[config.mk]
export PLATFORM = sky130hd
export DESIGN_NAME = frame_crc
export DESIGN_NICKNAME = d
export VERILOG_FILES = /design/src/rtl/frame_crc_pkg.sv /design/src/rtl/frame_crc.sv
export SDC_FILE = /design/constraint.sdc
export NUM_CORES = 1
export LEC_CHECK = 0
export BUFFER_PORTS_ARGS = -buffer_cell sky130_fd_sc_hd__buf_2
export CAP_MARGIN = 20
export CORE_UTILIZATION = 40
export CTS_BUF_LIST = sky130_fd_sc_hd__clkbuf_4 sky130_fd_sc_hd__clkbuf_8
export DETAILED_ROUTE_END_ITERATION = 10
export GPL_TIMING_DRIVEN = 1
export SETUP_SLACK_MARGIN = 0.15
export SYNTH_ARGS = -nofsm -noshare
export SYNTH_HDL_FRONTEND = slang
export SYNTH_SLANG_ARGS = --single-unit
[constraint.sdc]
create_clock -name clk -period 3.2 [get_ports clk]
set_input_delay 0.64 -clock clk [delete_from_list [all_inputs] [get_ports clk]]
set_output_delay 0.64 -clock clk [all_outputs]
set_load 0.02 [all_outputs]
[src/rtl/frame_crc_pkg.sv]
// ----------------------------------------------------------------------------
// frame_crc_pkg
// Shared definitions for the frame signature checker and other trace
// checkers that need the same byte-wise CRC-32 fold.
//   CRC32_POLY / CRC32_INIT / CRC32_XOROUT : reflected CRC-32 constants
//   PIX_CNT_W                             : width of the per-frame pixel count
//   frame_crc_state_t                     : frame tracking states
//   crc32_byte(crc, d)                    : folds one byte, bit 0 first
// ----------------------------------------------------------------------------
package frame_crc_pkg;

    localparam logic [31:0] CRC32_POLY   = 32'hEDB88320;
    localparam logic [31:0] CRC32_INIT   = 32'hFFFFFFFF;
    localparam logic [31:0] CRC32_XOROUT = 32'hFFFFFFFF;

    // 256*240 active pixels needs 16 bits; one spare bit keeps an overlong
    // frame visibly larger than a legal one before saturation kicks in.
    localparam int PIX_CNT_W = 17;

    typedef enum logic [1:0] {
        SYNC   = 2'd0,
        BLANK  = 2'd1,
        ACTIVE = 2'd2
    } frame_crc_state_t;

    // Reflected CRC: the register shifts right and the data is consumed
    // LSB first, so the polynomial is applied on the outgoing bit 0.
    function automatic logic [31:0] crc32_byte(input logic [31:0] crc, input logic [7:0] d);
        logic [31:0] c;
        c = crc;
        for (int i = 0; i < 8; i++) begin
            if (c[0] ^ d[i]) begin
                c = (c >> 1) ^ CRC32_POLY;
            end else begin
                c = c >> 1;
            end
        end
        return c;
    endfunction

endpackage

[src/rtl/frame_crc.sv]
// ----------------------------------------------------------------------------
// frame_crc
// Accumulates a CRC-32 over every active pixel of a video frame and publishes
// the signature, pixel count and geometry status on each vblank rising edge.
//
// Ports:
//   clk            in   pixel clock
//   rst            in   synchronous active-high reset
//   pixel[7:0]     in   palette index
//   pixel_en       in   pixel valid qualifier
//   vblank         in   vertical blank level
//   crc[31:0]      out  CRC of the last completed frame
//   crc_valid      out  one-cycle pulse when crc/pix_cnt/frame_ok update
//   pix_cnt[16:0]  out  pixel count of the last completed frame
//   frame_ok       out  last frame had H_ACTIVE*V_ACTIVE pixels and no error
//   frame_cnt      out  completed frame counter, wraps
//   err_vblank_pix out  sticky: pixel_en seen during blanking
//   line_err       out  sticky line geometry error (FRAME_CRC_LINE_CHECK_EN only)
//   synced         out  first vblank rising edge has been seen
//
// Build option: define FRAME_CRC_LINE_CHECK_EN to add per-line run length and
// line count checking, plus the line_err output.
// ----------------------------------------------------------------------------
module frame_crc
    import frame_crc_pkg::*;
#(
    parameter int H_ACTIVE    = 256,
    parameter int V_ACTIVE    = 240,
    parameter int FRAME_CNT_W = 16
) (
    input  logic                   clk,
    input  logic                   rst,
    input  logic [7:0]             pixel,
    input  logic                   pixel_en,
    input  logic                   vblank,
    output logic [31:0]            crc,
    output logic                   crc_valid,
    output logic [PIX_CNT_W-1:0]   pix_cnt,
    output logic                   frame_ok,
    output logic [FRAME_CNT_W-1:0] frame_cnt,
    output logic                   err_vblank_pix,
`ifdef FRAME_CRC_LINE_CHECK_EN
    output logic                   line_err,
`endif
    output logic                   synced
);

    localparam logic [PIX_CNT_W-1:0]   FRAME_PIX = PIX_CNT_W'(H_ACTIVE * V_ACTIVE);
    localparam logic [PIX_CNT_W-1:0]   CNT_MAX   = '1;
    localparam logic [PIX_CNT_W-1:0]   CNT_ONE   = PIX_CNT_W'(1);
    localparam logic [FRAME_CNT_W-1:0] FCNT_ONE  = FRAME_CNT_W'(1);

    frame_crc_state_t       r_state;
    frame_crc_state_t       w_next_state;
    logic                   r_vblank_q;
    logic [31:0]            r_acc;
    logic [PIX_CNT_W-1:0]   r_run_cnt;
    logic                   r_frame_err;
    logic [31:0]            r_crc;
    logic                   r_crc_valid;
    logic [PIX_CNT_W-1:0]   r_pix_cnt;
    logic                   r_frame_ok;
    logic [FRAME_CNT_W-1:0] r_frame_cnt;
    logic                   r_err_vblank_pix;
    logic                   r_synced;

    logic                   w_vblank_rise;
    logic                   w_sync_hit;
    logic                   w_publish;
    logic                   w_fold;
    logic                   w_blank_pix;
    logic [31:0]            w_acc_fold;
    logic [PIX_CNT_W-1:0]   w_cnt_fold;
    logic                   w_geom_bad;
    logic                   w_frame_err_now;

    assign w_vblank_rise = vblank & ~r_vblank_q;

    always_ff @(posedge clk) begin
        if (rst) begin
            r_state <= SYNC;
        end else begin
            r_state <= w_next_state;
        end
    end

    always_comb begin
        w_next_state = r_state;
        w_sync_hit   = 1'b0;
        w_publish    = 1'b0;
        w_fold       = 1'b0;
        w_blank_pix  = 1'b0;
        case (r_state)
            SYNC: begin
                if (w_vblank_rise) begin
                    w_next_state = BLANK;
                    w_sync_hit   = 1'b1;
                end
            end
            BLANK: begin
                w_blank_pix = pixel_en;
                if (!vblank) begin
                    w_next_state = ACTIVE;
                end
            end
            ACTIVE: begin
                w_fold = pixel_en;
                if (w_vblank_rise) begin
                    w_next_state = BLANK;
                    w_publish    = 1'b1;
                end
            end
            default: begin
                w_next_state = SYNC;
            end
        endcase
    end

    // The fold is computed ahead of the publish decision so a pixel arriving
    // on the vblank rising edge still lands in the published frame.
    assign w_acc_fold = w_fold ? crc32_byte(r_acc, pixel) : r_acc;
    assign w_cnt_fold = (w_fold && (r_run_cnt != CNT_MAX)) ? r_run_cnt + CNT_ONE : r_run_cnt;

`ifdef FRAME_CRC_LINE_CHECK_EN
    localparam int                      LINE_CNT_W = 9;
    localparam logic [LINE_CNT_W-1:0]   LINE_MAX   = '1;
    localparam logic [LINE_CNT_W-1:0]   LINE_ONE   = LINE_CNT_W'(1);
    localparam logic [LINE_CNT_W-1:0]   V_LINES    = LINE_CNT_W'(V_ACTIVE);
    localparam logic [PIX_CNT_W-1:0]    H_PIX      = PIX_CNT_W'(H_ACTIVE);

    logic [PIX_CNT_W-1:0]  r_run_len;
    logic [PIX_CNT_W-1:0]  w_run_len;
    logic [LINE_CNT_W-1:0] r_line_cnt;
    logic [LINE_CNT_W-1:0] w_line_cnt;
    logic                  w_run_end;
    logic                  r_line_err;

    // A run closes on the pixel_en falling edge, or at publish if pixels
    // are still streaming when vblank rises.
    assign w_run_len  = (w_fold && (r_run_len != CNT_MAX)) ? r_run_len + CNT_ONE : r_run_len;
    assign w_run_end  = (r_state == ACTIVE) &&
                        ((!pixel_en && (r_run_len != '0)) || (w_publish && pixel_en));
    assign w_line_cnt = (w_run_end && (r_line_cnt != LINE_MAX)) ? r_line_cnt + LINE_ONE : r_line_cnt;
    assign w_geom_bad = (w_run_end && (w_run_len != H_PIX)) ||
                        (w_publish && (w_line_cnt != V_LINES));

    always_ff @(posedge clk) begin
        if (rst) begin
            r_run_len  <= '0;
            r_line_cnt <= '0;
            r_line_err <= 1'b0;
        end else begin
            if (w_sync_hit || w_publish) begin
                r_run_len  <= '0;
                r_line_cnt <= '0;
            end else begin
                r_run_len  <= w_run_end ? '0 : w_run_len;
                r_line_cnt <= w_line_cnt;
            end
            if (w_geom_bad) begin
                r_line_err <= 1'b1;
            end
        end
    end

    assign line_err = r_line_err;
`else
    assign w_geom_bad = 1'b0;
`endif

    assign w_frame_err_now = r_frame_err | w_blank_pix | w_geom_bad;

    // Accumulator, frame status and the published results.
    always_ff @(posedge clk) begin
        if (rst) begin
            r_vblank_q       <= 1'b0;
            r_acc            <= CRC32_INIT;
            r_run_cnt        <= '0;
            r_frame_err      <= 1'b0;
            r_crc            <= '0;
            r_crc_valid      <= 1'b0;
            r_pix_cnt        <= '0;
            r_frame_ok       <= 1'b0;
            r_frame_cnt      <= '0;
            r_err_vblank_pix <= 1'b0;
            r_synced         <= 1'b0;
        end else begin
            r_vblank_q  <= vblank;
            r_crc_valid <= 1'b0;
            if (w_sync_hit) begin
                r_synced    <= 1'b1;
                r_acc       <= CRC32_INIT;
                r_run_cnt   <= '0;
                r_frame_err <= 1'b0;
            end else if (w_publish) begin
                r_crc       <= w_acc_fold ^ CRC32_XOROUT;
                r_pix_cnt   <= w_cnt_fold;
                r_crc_valid <= 1'b1;
                r_frame_ok  <= (w_cnt_fold == FRAME_PIX) && !w_frame_err_now;
                r_frame_cnt <= r_frame_cnt + FCNT_ONE;
                r_acc       <= CRC32_INIT;
                r_run_cnt   <= '0;
                r_frame_err <= 1'b0;
            end else begin
                r_acc       <= w_acc_fold;
                r_run_cnt   <= w_cnt_fold;
                r_frame_err <= w_frame_err_now;
            end
            if (w_blank_pix) begin
                r_err_vblank_pix <= 1'b1;
            end
        end
    end

    assign crc            = r_crc;
    assign crc_valid      = r_crc_valid;
    assign pix_cnt        = r_pix_cnt;
    assign frame_ok       = r_frame_ok;
    assign frame_cnt      = r_frame_cnt;
    assign err_vblank_pix = r_err_vblank_pix;
    assign synced         = r_synced;

endmodule
Word-level counts from Yosys, hierarchy flattened --
Index checks and enable logic that the tools add are counted.
Storage, ports and cells: ROM bits 0, register bits 122, output and inout bits 69, memories kept 0, bits in latches 0, memory bits (writable) 0, bits of input ports 12
Operators by class: $add $sub $neg 2, shift operators 0, order comparisons 0, divide/modulo/power cells 0, eq/ne operators 6, reduce and logical (&&, ||, !) cells 9, $mul 0, bitwise gates (word level) 21, mux-type cells 19
Operators with widths (count):
- $mux 32 | 9
- $not 13->14 | 8
- $not 32->32 | 1
- $add 17x1->17 const B | 1
- $eq 17x16->1 const B | 1
- $mux 17 | 1
- $ne 17x17->1 const B | 1
- $add 16x1->16 const B | 1
- $xor 1x1->1 | 8
- $mux 1 | 6
- $mux 2 | 2
- $pmux 2 s2 | 1
- $reduce_and 2->1 | 2
- $reduce_or 2->1 | 2
- $reduce_or 3->1 | 1
- $eq 2x1->1 const B | 1
- $eq 2x2->1 const B | 1
- $logic_and 1x1->1 | 2
- $logic_not 2->1 | 1
- $ne 2x1->1 const B | 1
- $ne 2x2->1 const B | 1
- $not 1->1 | 2
- $and 1x1->1 | 1
- $logic_not 1->1 | 1
- $or 1x1->1 | 1

Longest topological paths before layout --
depth in word-level cells 18, mapped depth 13, depth with buffers taken out 11

Worst setup path after synthesis --
Ideal clock, no wire load.
path type register to register, start point reg r_run_cnt[9], end point reg r_frame_ok (netlist: frame_ok), clock period less this slack 2786 ps, library setup time 69 ps, arrival 2718 ps, slack 414 ps, cell stages (with the launch flop) 14, buffers on the path 2, cells stage by stage dfxtp_1 clkbuf_1 nand4_1 nor2_1 nand2_1 nor3_1 ha_1 and4bb_1 buf_2 a211oi_1 a41o_1 nand2_1 or4_1 o21ai_1
On the way: longest elaborated chain between the ends 5
Ends and longest elaborated chain:
- start: declaration | RTL line frame_crc.sv:57 | logic [PIX_CNT_W-1:0] r_run_cnt;
- start signal: assignment | RTL line frame_crc.sv:206 | r_run_cnt <= w_cnt_fold;
- parallel branches: the longest is 2 deep, another holds $add 17x1->17
- $mux 17 (*) | RTL line frame_crc.sv:122 | assign w_cnt_fold = (w_fold && (r_run_cnt != CNT_MAX)) ? r_run_cnt + CNT_ONE : r_run_cnt;
- $eq 17x16->1 (*) | RTL line frame_crc.sv:199 | r_frame_ok <= (w_cnt_fold == FRAME_PIX) && !w_frame_err_now;
- $logic_and 1x1->1 (*) | RTL line frame_crc.sv:199
- end signal: assignment | RTL line frame_crc.sv:199
- end: declaration | RTL line frame_crc.sv:62 | logic r_frame_ok;
Every way passes the cells marked *. A chain may end at the register's enable or synchronous reset.

Final worst setup path --
start point reg r_run_cnt[3], end point reg r_frame_ok (netlist: frame_ok)
The elaborated chain is that of the path after synthesis.

==> flow_metrics.py <==
metrics = {
    "finish": {
        "fin_nets": 695,
        "fill_cells": 1299,
        "seqCellArea_mm2": 0.00245,
        "multi_input_area_mm2": 0.00296,
        "fin_area_mm2": 0.00662,
        "syn_to_final_growth_pct": 19.0,
        "drive_above_1_share_pct": 21.8,
        "utilization_pct": 49.4,
        "instances_no_fill": 869,
        "antenna_cells": 0,
    },
    "synth": {
        "synthMuxAreaShare_pct": 3.42,
        "synth_top_family_by_area": "XOR/XNOR gates",
        "synthTopCellsByCount": "122 x dfxtp_1, 87 x nand2_1, 76 x nor2_1",
        "synth_nets": 622,
        "yosysTopAreaCell": "dfxtp_1",
        "synth_cell_type_count": 54,
        "synth_top_cell_area_share_pct": 43.9,
        "synthFlopType": "dfxtp_1",
        "yosys_warnings": 0,
        "yosysMostFrequentCell": "dfxtp_1",
        "netlist_area_mm2": 0.00557,
        "synthArstFlopShare_pct": 0,
        "seq_area_frac_synth_pct": 43.9,
        "synthAdderAreaFrac_pct": 0.674,
        "syn_inst": 607,
        "synth_area_per_cell_um2": 9.17,
        "synth-simple-area-share_pct": 18.9,
        "synth.ff_latch_count": 122,
        "synth_edf_count": 0,
        "synth-xor-area-share_pct": 19.6,
        "synth_area_leaders": "dfxtp_1 44%, xnor2_1 8.0%, nand2_1 5.9%, nor2_1 5.1%, xor2_1 4.4%",
        "synth_compound_area_share_pct": 10.5,
    },
    "clock_network": {
        "clockBufferDepth": 2,
        "cts_buffers": 17,
        "cts_tree": "yes",
        "clk_latency_ns": 0.44,
        "cts_hold_buffers": 0,
        "clk_pin_slew_worst_paths_ns": 0.07,
        "root_buffer": "clkbuf_8",
        "h-tree-depth": 4,
        "clock-sinks": 122,
    },
    "timing": {
        "final.period_utilization_pct": 91.0,
        "final_max_slew_viol_count": 0,
        "fin_setup_tns_ns": 0,
        "max_freq_mhz": 343,
        "setup-violations-final": 0,
        "min_period_ns": 2.91,
        "tightest_slew_ns": 0.788,
        "timing.hold.ws_ns": 0.451,
        "fin_ws_ns": 0.288,
        "final_hold_viol_count": 0,
        "clock_skew_ns": 0.00904,
        "relSlewSlack_pct": 47.4,
        "rsz0062_at_grt": "false",
    },
    "route": {
        "wl_um": 12600,
        "num_vias": 4360,
        "first_pass_iters": 6,
        "wl_per_cell_um": 14.5,
        "drc": 0,
        "vias_per_cell": 5.02,
        "antenna_left": 0,
        "drtIter0Drc": 219,
    },
    "floorplan": {
        "row_count": 42,
        "die_area_mm2": 0.0144,
        "io_pins": 81,
        "die_w_um": 120,
        "start_util_pct": 41.5,
        "core_mm2": 0.0134,
        "die_y_um": 120,
    },
    "placed_design": {
        "hpwl_um": 8680,
        "routabilityCongestion": 0.838,
        "placedCellCount": 835,
        "dp_slack_ns": 0.206,
        "post_dp_cell_area_mm2": 0.00611,
        "numPortBuffers": 80,
    },
    "worst_setup_path": {
        "crit_fanout": 9,
        "crit_path_end_kind": "flop",
        "worst_setup_path_start_kind": "flop",
        "cp.arrival_ns": 3.29,
        "crit_type": "flop to flop",
        "critPathRequiredTime_ns": 3.58,
        "ff2ff_setup_slack_ns": 0.29,
    },
    "grt": {
        "gr-total-overflow": 0,
        "grt_max_degree": 75,
        "grtUsageTotal_pct": 18.8,
        "antenna_found_initial": 0,
        "grt_pass1_vias": 4246,
        "grt_pass1_wl_um": 20900,
    },
    "pwr": {
        "total_power_mw": 3.51,
        "vdd_drop_max_mv": 0.237,
        "p_seq_share_pct": 44.1,
        "comb_power_share_pct": 9.5,
        "powerDensity_mw_per_mm2": 529,
        "power.switching_mw": 0.782,
        "clkPwrFrac_pct": 46.4,
        "sw_frac_of_total_pct": 22.3,
        "p_leak_nw": 2.58,
        "p_int_mw": 2.72,
    },
    "worst_hold_path": {
        "hold_path_class": "flop to flop",
    },
    "run_status": {
        "status": "finished clean",
    },
    "run": {
        "max-cap-violations": 0,
    },
}
## metal layers
| metal | vias to the layer above | track usage, % | share of wire, % |
|---|---|---|---|
| met2 | 109 | 30.7 | 48 |
| met1 | 2044 | 23.2 | 46 |
| li1 | 2190 | - | - |
| met4 | 0 | 7.11 | 1.3 |
| met5 | - | 0 | 0 |
| met3 | 17 | 5.70 | 5.1 |
## final cells by class
| class | instances | share of cell area, % |
|---|---|---|
| inverter | 6 | 0.340 |
| clock buffer | 25 | 4.82 |
| sequential | 122 | 37.0 |
| timing repair buffer | 90 | 7.37 |
| tap | 176 | 3.33 |
| clock inverter | 7 | 2.42 |
| multi-input combinational | 443 | 44.8 |
## worst max-delay path, cell delays in order (launching register included)
cell	delay (ns)
dfxtp_1	0.50
and3_2	0.31
nand2_1	0.08
nor3_1	0.22
ha_1	0.24
and4bb_2	0.34
nand4_1	0.18
nor3b_1	0.29
o21ai_0	0.13
or4_1	0.43
o21ai_1	0.13
## worst paths after layout
| check | cells after the start | start | endpoint |
|---|---|---|---|
| worst max register to register | 10 | r_run_cnt[3] | frame_ok |
| worst max-delay path | 10 | r_run_cnt[3] | frame_ok |
| worst min register to register | 2 | crc[9] | crc[9] |
| worst min-delay path | 2 | crc[9] | crc[9] |
## kinds of logic (layout without fill, tap and decap cells)
| logic type | after synthesis | in the layout |
|---|---|---|
| AOI/OAI and AO/OA | 91 | 91 |
| xor gates and xnor gates | 98 | 98 |
| adders and majority gates | 3 | 3 |
| buffers and inverters | 42 | 128 |
| DFF | 122 | 122 |
| muxes | 19 | 19 |
| and+or+nand+nor | 232 | 232 |
## power by group through the flow
stage | registers [mW] | logic, mW | clock network (mW)
after global routing | 1.55 | 0.365 | 1.73
after detailed placement | 1.58 | 0.335 | 0
after global placement | 1.58 | 0.332 | 0
after CTS | 1.55 | 0.337 | 1.66
after floorplan | 1.59 | 0.253 | 0
final | 1.55 | 0.335 | 1.63
## state kept, by name (all words and copies together) (netlist names)
signal and flops:
crc 32, r_vblank_q 1, r_frame_err 1, err_vblank_pix 1
synced 1, pix_cnt 17, r_state 2, r_acc 32
frame_ok 1, crc_valid 1, frame_cnt 16, r_run_cnt 17
## layout by cell type (no fill, tap or decap), drive strengths merged, types with 4 or more instances in the layout
cell / instances
nand2: 87
nor3: 10
xnor2: 59
bufinv: 5
nand3: 16
a211oi: 24
mux2i: 19
nor2b: 4
or3: 6
o211ai: 9
xnor3: 6
nor2: 77
xor2: 32
dfxtp: 122
o21ai: 13
nand4: 7
a21oi: 34
inv: 6
or2: 4
buf: 90
nand2b: 4
clkbuf: 25
## repair_timing
item / 4_1_cts / 5_1_grt
pin swaps: 0 / 2
cloned: 0 / 0
endpoints found under the setup margin: 1 / 1
gates resized for setup: 1 / 7
setup buffers: 0 / 2
Note: power is estimated with default switching activity, not from simulation.
